`src/rtl/lsu_pkg.sv`:
```
// Shared encodings and request payload for the load/store unit.
package lsu_pkg;

    localparam int unsigned DATA_W = 32;
    localparam int unsigned CNT_W  = 2;

    typedef enum logic [1:0] {
        SIZE_BYTE = 2'b00,
        SIZE_HALF = 2'b01,
        SIZE_WORD = 2'b10,
        SIZE_RSVD = 2'b11
    } lsu_size_e;

    typedef enum logic [2:0] {
        IDLE    = 3'd0,
        RD_WAIT = 3'd1,
        RD_DATA = 3'd2,
        WRITE   = 3'd3,
        RESP    = 3'd4
    } lsu_state_e;

    // Request fields held for the duration of one operation.
    typedef struct packed {
        logic              write;
        lsu_size_e         size;
        logic              sgn;
        logic [1:0]        offset;
        logic [DATA_W-1:0] wdata;
    } lsu_req_t;

    // Misaligned half/word or reserved size: answered with an error, no memory access.
    function automatic logic lsu_req_error(lsu_size_e size, logic [1:0] offset);
        case (size)
            SIZE_BYTE: return 1'b0;
            SIZE_HALF: return offset[0];
            SIZE_WORD: return offset != 2'b00;
            default:   return 1'b1;
        endcase
    endfunction

endpackage

```
`src/rtl/load_store_unit_if.sv`:
```
// CPU-side request/response bus of the load/store unit.
interface load_store_unit_if #(
    parameter int unsigned ADDR_WIDTH = 32
);
    logic                  reqValid;
    logic                  reqReady;
    logic                  reqWrite;
    logic [1:0]            reqSize;
    logic                  reqSigned;
    logic [ADDR_WIDTH-1:0] reqAddr;
    logic [31:0]           reqWData;
    logic                  respValid;
    logic                  respError;
    logic [31:0]           respRData;

    modport master (
        output reqValid, reqWrite, reqSize, reqSigned, reqAddr, reqWData,
        input  reqReady, respValid, respError, respRData
    );

    modport slave (
        input  reqValid, reqWrite, reqSize, reqSigned, reqAddr, reqWData,
        output reqReady, respValid, respError, respRData
    );
endinterface

```
`src/rtl/lsu_lane_align.sv`:
```
// Byte-lane steering: extracts/extends load data and merges sub-word store data.
module lsu_lane_align
    import lsu_pkg::*;
(
    input  logic [DATA_W-1:0] word,
    input  logic [1:0]        offset,
    input  lsu_size_e         size,
    input  logic              sgn,
    input  logic [DATA_W-1:0] wdata,
    output logic [DATA_W-1:0] load_val_c,
    output logic [DATA_W-1:0] merged_c
);

    logic [7:0]  byte_c;
    logic [15:0] half_c;

    // Select the addressed lane, extend it, and overlay store data on the read word.
    always_comb begin
        byte_c     = word[{offset, 3'b000} +: 8];
        half_c     = offset[1] ? word[31:16] : word[15:0];
        load_val_c = word;
        merged_c   = word;
        case (size)
            SIZE_BYTE: begin
                load_val_c = sgn ? {{24{byte_c[7]}}, byte_c} : {24'd0, byte_c};
                merged_c[{offset, 3'b000} +: 8] = wdata[7:0];
            end
            SIZE_HALF: begin
                load_val_c = sgn ? {{16{half_c[15]}}, half_c} : {16'd0, half_c};
                if (offset[1]) merged_c[31:16] = wdata[15:0];
                else           merged_c[15:0]  = wdata[15:0];
            end
            default: begin
                load_val_c = word;
                merged_c   = word;
            end
        endcase
    end

endmodule

```
`src/rtl/load_store_unit.sv`:
```
// Byte-addressed load/store front end for a word-wide data memory.
module load_store_unit
    import lsu_pkg::*;
#(
    parameter int unsigned ADDR_WIDTH   = 32,
    parameter int unsigned READ_LATENCY = 1
) (
    input  logic                  clk,
    input  logic                  resetn,
    load_store_unit_if.slave      bus,
    output logic [ADDR_WIDTH-1:0] address,
    output logic [DATA_W-1:0]     dataIn,
    output logic                  writeEnable,
    input  logic [DATA_W-1:0]     dataOut
);

    lsu_state_e            state_q, state_d;
    logic [CNT_W-1:0]      cnt_q, cnt_d;
    lsu_req_t              req_q, req_d;
    logic [ADDR_WIDTH-1:0] address_q, addr_d;
    logic [DATA_W-1:0]     data_in_q, wr_word_d;
    logic [DATA_W-1:0]     resp_rdata_q, rdata_d;
    logic                  resp_error_q, err_d;
    logic                  resp_valid_q, we_q, ready_q;
    logic [DATA_W-1:0]     load_val_c, merged_c;

    lsu_lane_align u_align (
        .word       (dataOut),
        .offset     (req_q.offset),
        .size       (req_q.size),
        .sgn        (req_q.sgn),
        .wdata      (req_q.wdata),
        .load_val_c (load_val_c),
        .merged_c   (merged_c)
    );

    // Next state, request latch, and next values of the registered outputs.
    always_comb begin
        state_d   = state_q;
        cnt_d     = cnt_q;
        req_d     = req_q;
        addr_d    = address_q;
        wr_word_d = data_in_q;
        rdata_d   = resp_rdata_q;
        err_d     = resp_error_q;
        case (state_q)
            IDLE: begin
                if (bus.reqValid) begin
                    req_d.write  = bus.reqWrite;
                    req_d.size   = lsu_size_e'(bus.reqSize);
                    req_d.sgn    = bus.reqSigned;
                    req_d.offset = bus.reqAddr[1:0];
                    req_d.wdata  = bus.reqWData;
                    addr_d       = bus.reqAddr >> 2;
                    rdata_d      = '0;
                    err_d        = 1'b0;
                    if (lsu_req_error(lsu_size_e'(bus.reqSize), bus.reqAddr[1:0])) begin
                        err_d   = 1'b1;
                        state_d = RESP;
                    end else if (bus.reqWrite && (lsu_size_e'(bus.reqSize) == SIZE_WORD)) begin
                        wr_word_d = bus.reqWData;
                        state_d   = WRITE;
                    end else begin
                        cnt_d   = CNT_W'(READ_LATENCY - 1);
                        state_d = RD_WAIT;
                    end
                end
            end
            RD_WAIT: begin
                if (cnt_q == '0) state_d = RD_DATA;
                else             cnt_d   = CNT_W'(cnt_q - 1'b1);
            end
            RD_DATA: begin
                if (req_q.write) begin
                    wr_word_d = merged_c;
                    state_d   = WRITE;
                end else begin
                    rdata_d = load_val_c;
                    state_d = RESP;
                end
            end
            WRITE: state_d = RESP;
            RESP: begin
                rdata_d = '0;
                err_d   = 1'b0;
                state_d = IDLE;
            end
            default: state_d = IDLE;
        endcase
    end

    // State, latched request and registered outputs; outputs follow the state being entered.
    always_ff @(posedge clk) begin
        if (!resetn) begin
            state_q      <= IDLE;
            cnt_q        <= '0;
            req_q        <= '0;
            address_q    <= '0;
            data_in_q    <= '0;
            we_q         <= 1'b0;
            ready_q      <= 1'b1;
            resp_valid_q <= 1'b0;
            resp_error_q <= 1'b0;
            resp_rdata_q <= '0;
        end else begin
            state_q      <= state_d;
            cnt_q        <= cnt_d;
            req_q        <= req_d;
            address_q    <= addr_d;
            data_in_q    <= wr_word_d;
            we_q         <= (state_d == WRITE);
            ready_q      <= (state_d == IDLE);
            resp_valid_q <= (state_d == RESP);
            resp_error_q <= err_d;
            resp_rdata_q <= rdata_d;
        end
    end

    assign bus.reqReady  = ready_q;
    assign bus.respValid = resp_valid_q;
    assign bus.respError = resp_error_q;
    assign bus.respRData = resp_rdata_q;
    assign address       = address_q;
    assign dataIn        = data_in_q;
    assign writeEnable   = we_q;

endmodule

```
`src/flat_wrapper.sv`:
```
// flat-port wrapper written by rule: the top's interface ports become plain ports
module load_store_unit_flat import lsu_pkg::*;
#(
    parameter int unsigned ADDR_WIDTH   = 32,
    parameter int unsigned READ_LATENCY = 1
)
  (clk, resetn, address, dataIn, writeEnable, dataOut, bus_reqValid, bus_reqWrite, bus_reqSize, bus_reqSigned, bus_reqAddr, bus_reqWData, bus_reqReady, bus_respValid, bus_respError, bus_respRData);
  load_store_unit_if #(.ADDR_WIDTH(ADDR_WIDTH)) bus_i ();
  input  logic clk;
  input  logic resetn;
  output logic [ADDR_WIDTH-1:0] address;
  output logic [DATA_W-1:0] dataIn;
  output logic writeEnable;
  input  logic [DATA_W-1:0] dataOut;
  input wire logic [$bits(bus_i.reqValid)-1:0] bus_reqValid;
  input wire logic [$bits(bus_i.reqWrite)-1:0] bus_reqWrite;
  input wire logic [$bits(bus_i.reqSize)-1:0] bus_reqSize;
  input wire logic [$bits(bus_i.reqSigned)-1:0] bus_reqSigned;
  input wire logic [$bits(bus_i.reqAddr)-1:0] bus_reqAddr;
  input wire logic [$bits(bus_i.reqWData)-1:0] bus_reqWData;
  output wire logic [$bits(bus_i.reqReady)-1:0] bus_reqReady;
  output wire logic [$bits(bus_i.respValid)-1:0] bus_respValid;
  output wire logic [$bits(bus_i.respError)-1:0] bus_respError;
  output wire logic [$bits(bus_i.respRData)-1:0] bus_respRData;
  assign bus_i.reqValid = bus_reqValid;
  assign bus_i.reqWrite = bus_reqWrite;
  assign bus_i.reqSize = bus_reqSize;
  assign bus_i.reqSigned = bus_reqSigned;
  assign bus_i.reqAddr = bus_reqAddr;
  assign bus_i.reqWData = bus_reqWData;
  assign bus_reqReady = bus_i.reqReady;
  assign bus_respValid = bus_i.respValid;
  assign bus_respError = bus_i.respError;
  assign bus_respRData = bus_i.respRData;
  load_store_unit #(.ADDR_WIDTH(ADDR_WIDTH), .READ_LATENCY(READ_LATENCY)) u_core (.clk(clk), .resetn(resetn), .bus(bus_i), .address(address), .dataIn(dataIn), .writeEnable(writeEnable), .dataOut(dataOut));
endmodule
```
`config.mk`:
```
export PLATFORM = sky130hd
export DESIGN_NAME = load_store_unit_flat
export DESIGN_NICKNAME = d
export VERILOG_FILES = /design/src/rtl/lsu_pkg.sv /design/src/rtl/load_store_unit_if.sv /design/src/rtl/lsu_lane_align.sv /design/src/rtl/load_store_unit.sv /design/src/flat_wrapper.sv
export SDC_FILE = /design/constraint.sdc
export NUM_CORES = 1
export LEC_CHECK = 0
export ABC_AREA = 1
export BUFFER_PORTS_ARGS = -buffer_cell sky130_fd_sc_hd__buf_2
export CELL_PAD_IN_SITES_DETAIL_PLACEMENT = 0
export CELL_PAD_IN_SITES_GLOBAL_PLACEMENT = 1
export CORE_MARGIN = 5
export CORE_UTILIZATION = 30
export CTS_BUF_LIST = sky130_fd_sc_hd__clkbuf_2 sky130_fd_sc_hd__clkbuf_4 sky130_fd_sc_hd__clkbuf_8
export CTS_CLUSTER_DIAMETER = 50
export CTS_CLUSTER_SIZE = 14
export DETAILED_ROUTE_END_ITERATION = 10
export GPL_TIMING_DRIVEN = 0
export PLACE_DENSITY_LB_ADDON = 0.3
export SYNTH_ARGS = -nofsm -noshare
export SYNTH_HDL_FRONTEND = slang
export SYNTH_SLANG_ARGS = --single-unit
```
`constraint.sdc`:
```
create_clock -name clk -period 6.6 [get_ports clk]
set_input_delay 0.99 -clock clk [delete_from_list [all_inputs] [get_ports clk]]
set_output_delay 0.99 -clock clk [all_outputs]
set_load 0.05 [all_outputs]
```
==> results of run 1 <==
logic make-up after synthesis:
family,count (synthesis),synth area share [%]
DFF,125,33.9
AOI/OAI and AO/OA,241,17.3
and+or+nand+nor,619,37.1
adders and majority gates,6,1.02
buffers and inverters,162,10.7
other,1,0.0508
stage by stage:
stage	power (mW)	utilization [%]
finish	2.14	37.8
global route	2.25	37.8
CTS	2.14	37.8
detailed placement	1.48	36.2
global placement	1.48	36.2
floorplan	1.27	-
final cells by class:
type	count	area [sq um]
timing repair buffer	200	1000
sequential	125	2500
tap	324	405
buffer	85	492
inverter	77	298
clock inverter	14	126
fill	2768	15100
clock buffer	18	248
multi-input combinational	868	4090
state kept, by name, indices dropped and copies added, names as in the netlist:
| register | count |
|---|---|
| u_core.bus.reqReady | 1 |
| u_core.dataIn | 32 |
| u_core.cnt_q | 2 |
| u_core.bus.respRData | 32 |
| u_core.state_q | 3 |
| u_core.bus.respValid | 1 |
| u_core.address | 30 |
| u_core.writeEnable | 1 |
| u_core.req_q | 22 |
| u_core.bus.respError | 1 |
worst min path at each step:
stage | to | from | depth (start not counted)
after global routing | u_core.bus.respRData[27] | u_core.bus.respRData[27] | 2
final | u_core.dataIn[23] | u_core.dataIn[23] | 2
after global placement | u_core.address[24] | u_core.address[24] | 2
after detailed placement | u_core.address[28] | u_core.address[28] | 2
after floorplan | u_core.req_q[10] | u_core.req_q[10] | 2
after CTS | u_core.dataIn[23] | u_core.dataIn[23] | 2
worst reg2reg max path: stages (launching register included):
cell	delay (ps)
dfxtp_1	370
inv_1	160
clkbuf_1	600
ha_1	250
buf_4	170
clkinv_1	270
nor2_4	270
nand2_1	120
nand2_1	70
nand2_1	50
nand3_1	210
nand3_1	110
a21oi_1	140
routing by layer:
metal  vias up  track usage [%]  routed length (um)
met5         -                0                  12
met2       319             36.7               14700
met4         2             5.94                 683
met3        46             3.96                1880
met1      3896             30.8               14800
li1       4223                -                   -
Yosys cell counts (all sizes together):
master  count  area share [%]
nand2     337              18
a21oi     165              11
nand3     127             8.8
dfxtp     125              34
nor2       98             5.4
inv        74             3.9
o21ai      58             4.0
buf        54             5.1
or2        32             2.7
clkbuf     31             1.6
nand4      24             2.2
o211ai     15             1.7
ha          6             1.0
clkinv      3            0.17
a31oi       2            0.17
a21boi      1            0.10
conb        1           0.051
nor3        1           0.068
report_power, final:
group / internal (mW) / switching (mW) / total [mW] / leakage (nW)
Clock: 0.285 / 0.380 / 0.665 / 0.188
Combinational: 0.187 / 0.460 / 0.646 / 2.98
Sequential: 0.792 / 0.0322 / 0.824 / 1.02
Total: 1.26 / 0.872 / 2.14 / 4.19
placed cells by master, fill, tap and decap left out, drive strengths merged:
master / count
nand2: 337
buf: 254
a21oi: 165
nand3: 127
dfxtp: 125
nor2: 98
inv: 82
o21ai: 58
clkbuf: 49
or2: 32
nand4: 24
o211ai: 15
clkinv: 7
ha: 6
a31oi: 2
conb: 2
clkinvlp: 2
nor3: 1
a21boi: 1
==> flow_summary.yaml, run 1 <==
outcome:
  status: "finished clean"
critical_path:
  cp_max_fo: 12
  crit_family: "buffers and inverters"
  cp_slowest_cell: "clkbuf_1"
  r2r_slack_ps: 3750
  path_cells: "inv_1 -> clkbuf_1 -> ha_1 -> buf_4 -> clkinv_1 -> nor2_4 -> nand2_1 -> nand2_1 -> nand2_1 -> nand3_1 -> nand3_1 -> a21oi_1"
  critPathBufInv: 4
  reg2reg_from: "u_core.req_q[32]"
  r2r_end: "u_core.dataIn[18]"
  critPathArrivalTime_ps: 3230
  cp-end-kind: "register"
  crit_end: "u_core.dataIn[18]"
  critPathLaunchType: "register"
  crit_type: "reg -> reg"
  slowest_delay_ps: 600
  cpMostUsedCell: "nand2_1"
  crit_path_start: "u_core.req_q[32]"
  cp.required_ps: 6980
  reg2reg_depth: 12
  worst-path-stages: 12
timing:
  slew_violations: 0
  slew_headroom_pct: 47.1
  fin_crit_ps: 2850
  final-hold-violation-count: 0
  fin_setup_tns_ps: 0
  tightestPinTransition_ps: 794
  setup_violations: 0
  worst_slack_ps: 3750
  fmax_mhz: 350
  rsz0062_at_grt: "false"
  finalCritPeriodShare_pct: 43.3
  holdWs_ps: 462
  clock_skew_ps: 20.3
logic_synthesis:
  syn_area_sq_um: 7380
  ys_ff_latch: 125
  syn_area_per_cell_sq_um: 6.39
  yosysWarnings: 0
  yosysSeqAreaShare_pct: 33.9
  synth_cell_type_count: 35
  synthCells: 1154
floorplan:
  io_pins: 203
  fp.dieH_um: 167
  rows: 57
  die_w_um: 167
  start_util_pct: 30.4
  core_area_sq_um: 24200
  dieArea_sq_um: 27800
detailed_routing:
  viasPerCell: 4.96
  wl_per_cell_um: 18.8
  drt_iter0_markers: 741
  wl_um: 32100
  antenna_left: 0
  vias: 8486
  drtPass1Iterations: 5
  drc: 0
cts:
  cts_hold_buffers: 0
  tritoncts: "done"
  clock-sinks: 125
  cts_made_buffers: 17
  cts_resized: 0
  cts_buffer_depth: 2
  worstSkewPairLatency_ps: 470
  path_clk_slew_ps: 80
  cts-root-buf: "clkbuf_8"
  h-tree-depth: 4
  cts_setup_buffers: 0
hold_path:
  hp-class: "reg -> reg"
global_routing:
  grt_pass1_vias: 8142
  grt_pass1_wl_um: 48400
  track_usage_pct: 22.5
  grt_max_degree: 17
  grt-ovfl-total: 0
  antenna_found_initial: 1
cells_and_area:
  fin_cells: 1711
  drive_gt1_share_pct: 24.7
  fin_area_sq_um: 9160
  synthToLayoutAreaGrowth_pct: 24.2
  antenna_cells: 0
  layout.nets: 1483
power:
  power_density_nw_per_um2: 233
  leakage_nw: 4.19
  ir_worst_vdd_uv: 98.9
placed_design:
  io_buffers: 200
  dp_slack_ps: 3830
  place_inst: 1679
  placed_cell_area_sq_um: 8790
  dpl.hpwl_um: 25500
  routabilityCongestion: 0.952
run:
  maxCapViolations: 0
No activity file was read; power rests on OpenSTA's default activity.
==> run 2: changes to the inputs <==
--- a/config.mk
+++ b/config.mk
@@ -5,7 +5,7 @@
 export SDC_FILE = /design/constraint.sdc
 export NUM_CORES = 1
 export LEC_CHECK = 0
-export ABC_AREA = 1
+export ABC_AREA = 0
 export BUFFER_PORTS_ARGS = -buffer_cell sky130_fd_sc_hd__buf_2
 export CELL_PAD_IN_SITES_DETAIL_PLACEMENT = 0
 export CELL_PAD_IN_SITES_GLOBAL_PLACEMENT = 1
==> constraint.sdc (replaced) <==
create_clock -name clk -period 2.61 [get_ports clk]
set_input_delay 0.3915 -clock clk [delete_from_list [all_inputs] [get_ports clk]]
set_output_delay 0.3915 -clock clk [all_outputs]
set_load 0.05 [all_outputs]
==> run 2 against run 1 <==
Net effect:
- sequential power increased by 150%
- synthesized area down 12%
- global-route usage is 3.8 points lower
- first-iteration DRC count fell by 38%
- synthesized cell count decreased by 37%
- combinational power is 59% higher
- routed wire length down 26%
- critical path type unchanged
- largest cell class unchanged
- largest power group unchanged
- highest routed layer unchanged
==> flow_summary.yaml, run 2 <==
critical_path:
  cp-end-kind: "register"
  r2r_end: "u_core.dataIn[22]"
  r2r_slack_ps: 110
  critPathArrivalTime_ps: 2900
  critPathBufInv: 2
  cp_max_fo: 13
  slowest_delay_ps: 500
  critPathLaunchType: "register"
  crit_type: "reg -> reg"
  reg2reg_from: "u_core.req_q[32]"
  path_cells: "buf_2 -> inv_1 -> ha_2 -> nor3b_4 -> a31oi_1 -> o211ai_1 -> a32o_1"
  cp_slowest_cell: "ha_2"
  crit_family: "compound AO/OA/AOI/OAI gates"
  cp.required_ps: 3010
  reg2reg_depth: 7
logic_synthesis:
  syn_area_per_cell_sq_um: 8.90
  synthCells: 731
  synth_enable_flop_cells: 0
  synth_cell_type_count: 55
  yosysSeqAreaShare_pct: 38.4
  syn_area_sq_um: 6510
  synth_top_area_share_pct: 38.4
  yosysWarnings: 0
  ys_ff_latch: 125
  synthTopCellsByCount: "125 x dfxtp_1, 108 x nand2_1, 55 x clkbuf_1, 53 x a21boi_0, 49 x o21ai_0"
  yosysMostFrequentCell: "dfxtp_1"
  synth.area.top_cells: "dfxtp_1 38%, nand2_1 6.2%, a21boi_0 6.1%"
  ys.flop_type: "dfxtp_1"
  synthArstFlopShare_pct: 0
  synth.largest_area_cell: "dfxtp_1"
floorplan:
  io_pins: 203
  start_util_pct: 30.7
  die_w_um: 157
  dieArea_sq_um: 24700
  fp.dieH_um: 157
  core_area_sq_um: 21200
  rows: 53
global_routing:
  antenna_found_initial: 1
  grt_pass1_vias: 6233
  track_usage_pct: 18.7
  grt_max_degree: 17
  grt-ovfl-total: 0
  grt_pass1_wl_um: 35900
power:
  power_density_nw_per_um2: 597
  fin_total_pwr_mw: 4.97
  ir_worst_vdd_uv: 273
  leakage_nw: 3.45
cells_and_area:
  layout.nets: 1059
  multi_input_area_sq_um: 3610
  fillers: 2253
  fin_area_sq_um: 8330
  mostFrequentLayoutCells: "211 x buf_2, 124 x dfxtp_1, 108 x nand2_1"
  regArea_sq_um: 2500
  fin_cells: 1237
  drive_gt1_share_pct: 28.7
  final_common_cell: "buf_2"
  antenna_cells: 0
  synthToLayoutAreaGrowth_pct: 27.9
cts:
  cts-root-buf: "clkbuf_8"
  cts_made_buffers: 17
  tritoncts: "done"
  worstSkewPairLatency_ps: 450
  cts_hold_buffers: 0
  path_clk_slew_ps: 80
  cts_buffer_depth: 2
  h-tree-depth: 4
  clock-sinks: 125
placed_design:
  io_buffers: 200
  place_inst: 1207
  dpl.hpwl_um: 18500
  placed_cell_area_sq_um: 7860
  routabilityCongestion: 0.875
  dp_slack_ps: -438
hold_path:
  holdPathEnd: "u_core.address[15]"
  holdPathStages: 3
  min_from: "bus_reqAddr[17]"
  hp-class: "in -> reg"
detailed_routing:
  drc: 0
  wl_met2_um: 10700
  wl_um: 23900
  wl_per_cell_um: 19.3
  antenna_left: 0
  highest_layer: "met5"
  drtPass1Iterations: 5
  drt_iter0_markers: 456
  wl_met1_um: 11100
  vias: 6508
  viasPerCell: 5.26
  wl_met3_um: 1730
timing:
  fin_setup_tns_ps: 0
  slew_headroom_pct: 47.1
  slew_violations: 0
  final-hold-violation-count: 0
  clock_skew_ps: 11.5
  fin_crit_ps: 2500
  tightestPinTransition_ps: 792
  finalCritPeriodShare_pct: 95.8
  setup_violations: 0
  worst_slack_ps: 109
  rsz0062_at_grt: "false"
  fmax_mhz: 400
outcome:
  status: "finished clean"
run:
  maxCapViolations: 0
## run 2: what timing repair did
action,4_1_cts,5_1_grt
resized for setup,5,6
endpoints found under the hold margin,0,0
setup buffers,0,1
setup endpoints to repair,26,29
pin swaps,0,1
## run 2: worst max-delay path by stage
stage                 startpoint                end  slack, ps  cells after the start
2_1_floorplan   u_core.req_q[33]   u_core.dataIn[0]        330                      7
3_3_place_gp    u_core.req_q[33]  u_core.dataIn[22]       -460                      7
3_5_place_dp    u_core.req_q[33]  u_core.dataIn[22]       -440                      7
4_1_cts        u_core.state_q[0]  u_core.dataIn[28]         80                      7
5_1_grt         u_core.req_q[32]  u_core.dataIn[10]        0.1                      7
6_report        u_core.req_q[32]  u_core.dataIn[22]        110                      7
## run 2: kinds of logic (layout without fill, tap and decap cells)
group,Yosys count,after routing,synth area share (%)
DFF,125,125,38.4
AOI/OAI and AO/OA,297,297,34.7
buffers and inverters,96,326,6.48
and+or+nand+nor,195,195,15.9
adders and majority gates,6,6,1.15
other,1,2,0.0576
muxes,11,11,3.23
## run 2: final cells by class
type	count	share of cell area, %
Multi-Input combinational cell	511	43.4
Timing Repair Buffer	201	12.1
Inverter	18	0.827
Clock buffer	25	3.98
Buffer	76	4.19
Tap cell	275	4.13
Sequential cell	125	30.1
Clock inverter	6	1.26
## run 2: worst reg2reg max path, delay by kind of cell (launching register included)
| family | cells | cell delay, ps |
|---|---|---|
| AND/OR/NAND/NOR | 1 | 320 |
| AO/OA/AOI/OAI | 3 | 710 |
| adder cells (fa/ha/maj) | 1 | 500 |
| buffers and inverters | 2 | 440 |
| flip-flops | 1 | 490 |
## run 2: per-stage QoR
stage | utilization [%] | hold slack (ps)
final | 39.2 | 181
after global routing | 39.2 | 175
after CTS | 39.1 | 151
after detailed placement | 37.0 | 451
after global placement | 37.0 | 442
after floorplan | - | 435
## run 2: routing by layer
metal | up-vias | track usage, %
met1 | 3059 | 26.7
met5 | - | 0
met4 | 2 | 5.00
met2 | 250 | 28.9
li1 | 3178 | -
met3 | 19 | 3.93
## run 2: power breakdown
group          switching, mW  total (mW)  internal (mW)
combinational          0.688        1.03          0.346
clock                  0.774        1.88           1.11
sequential            0.0653        2.05           1.99
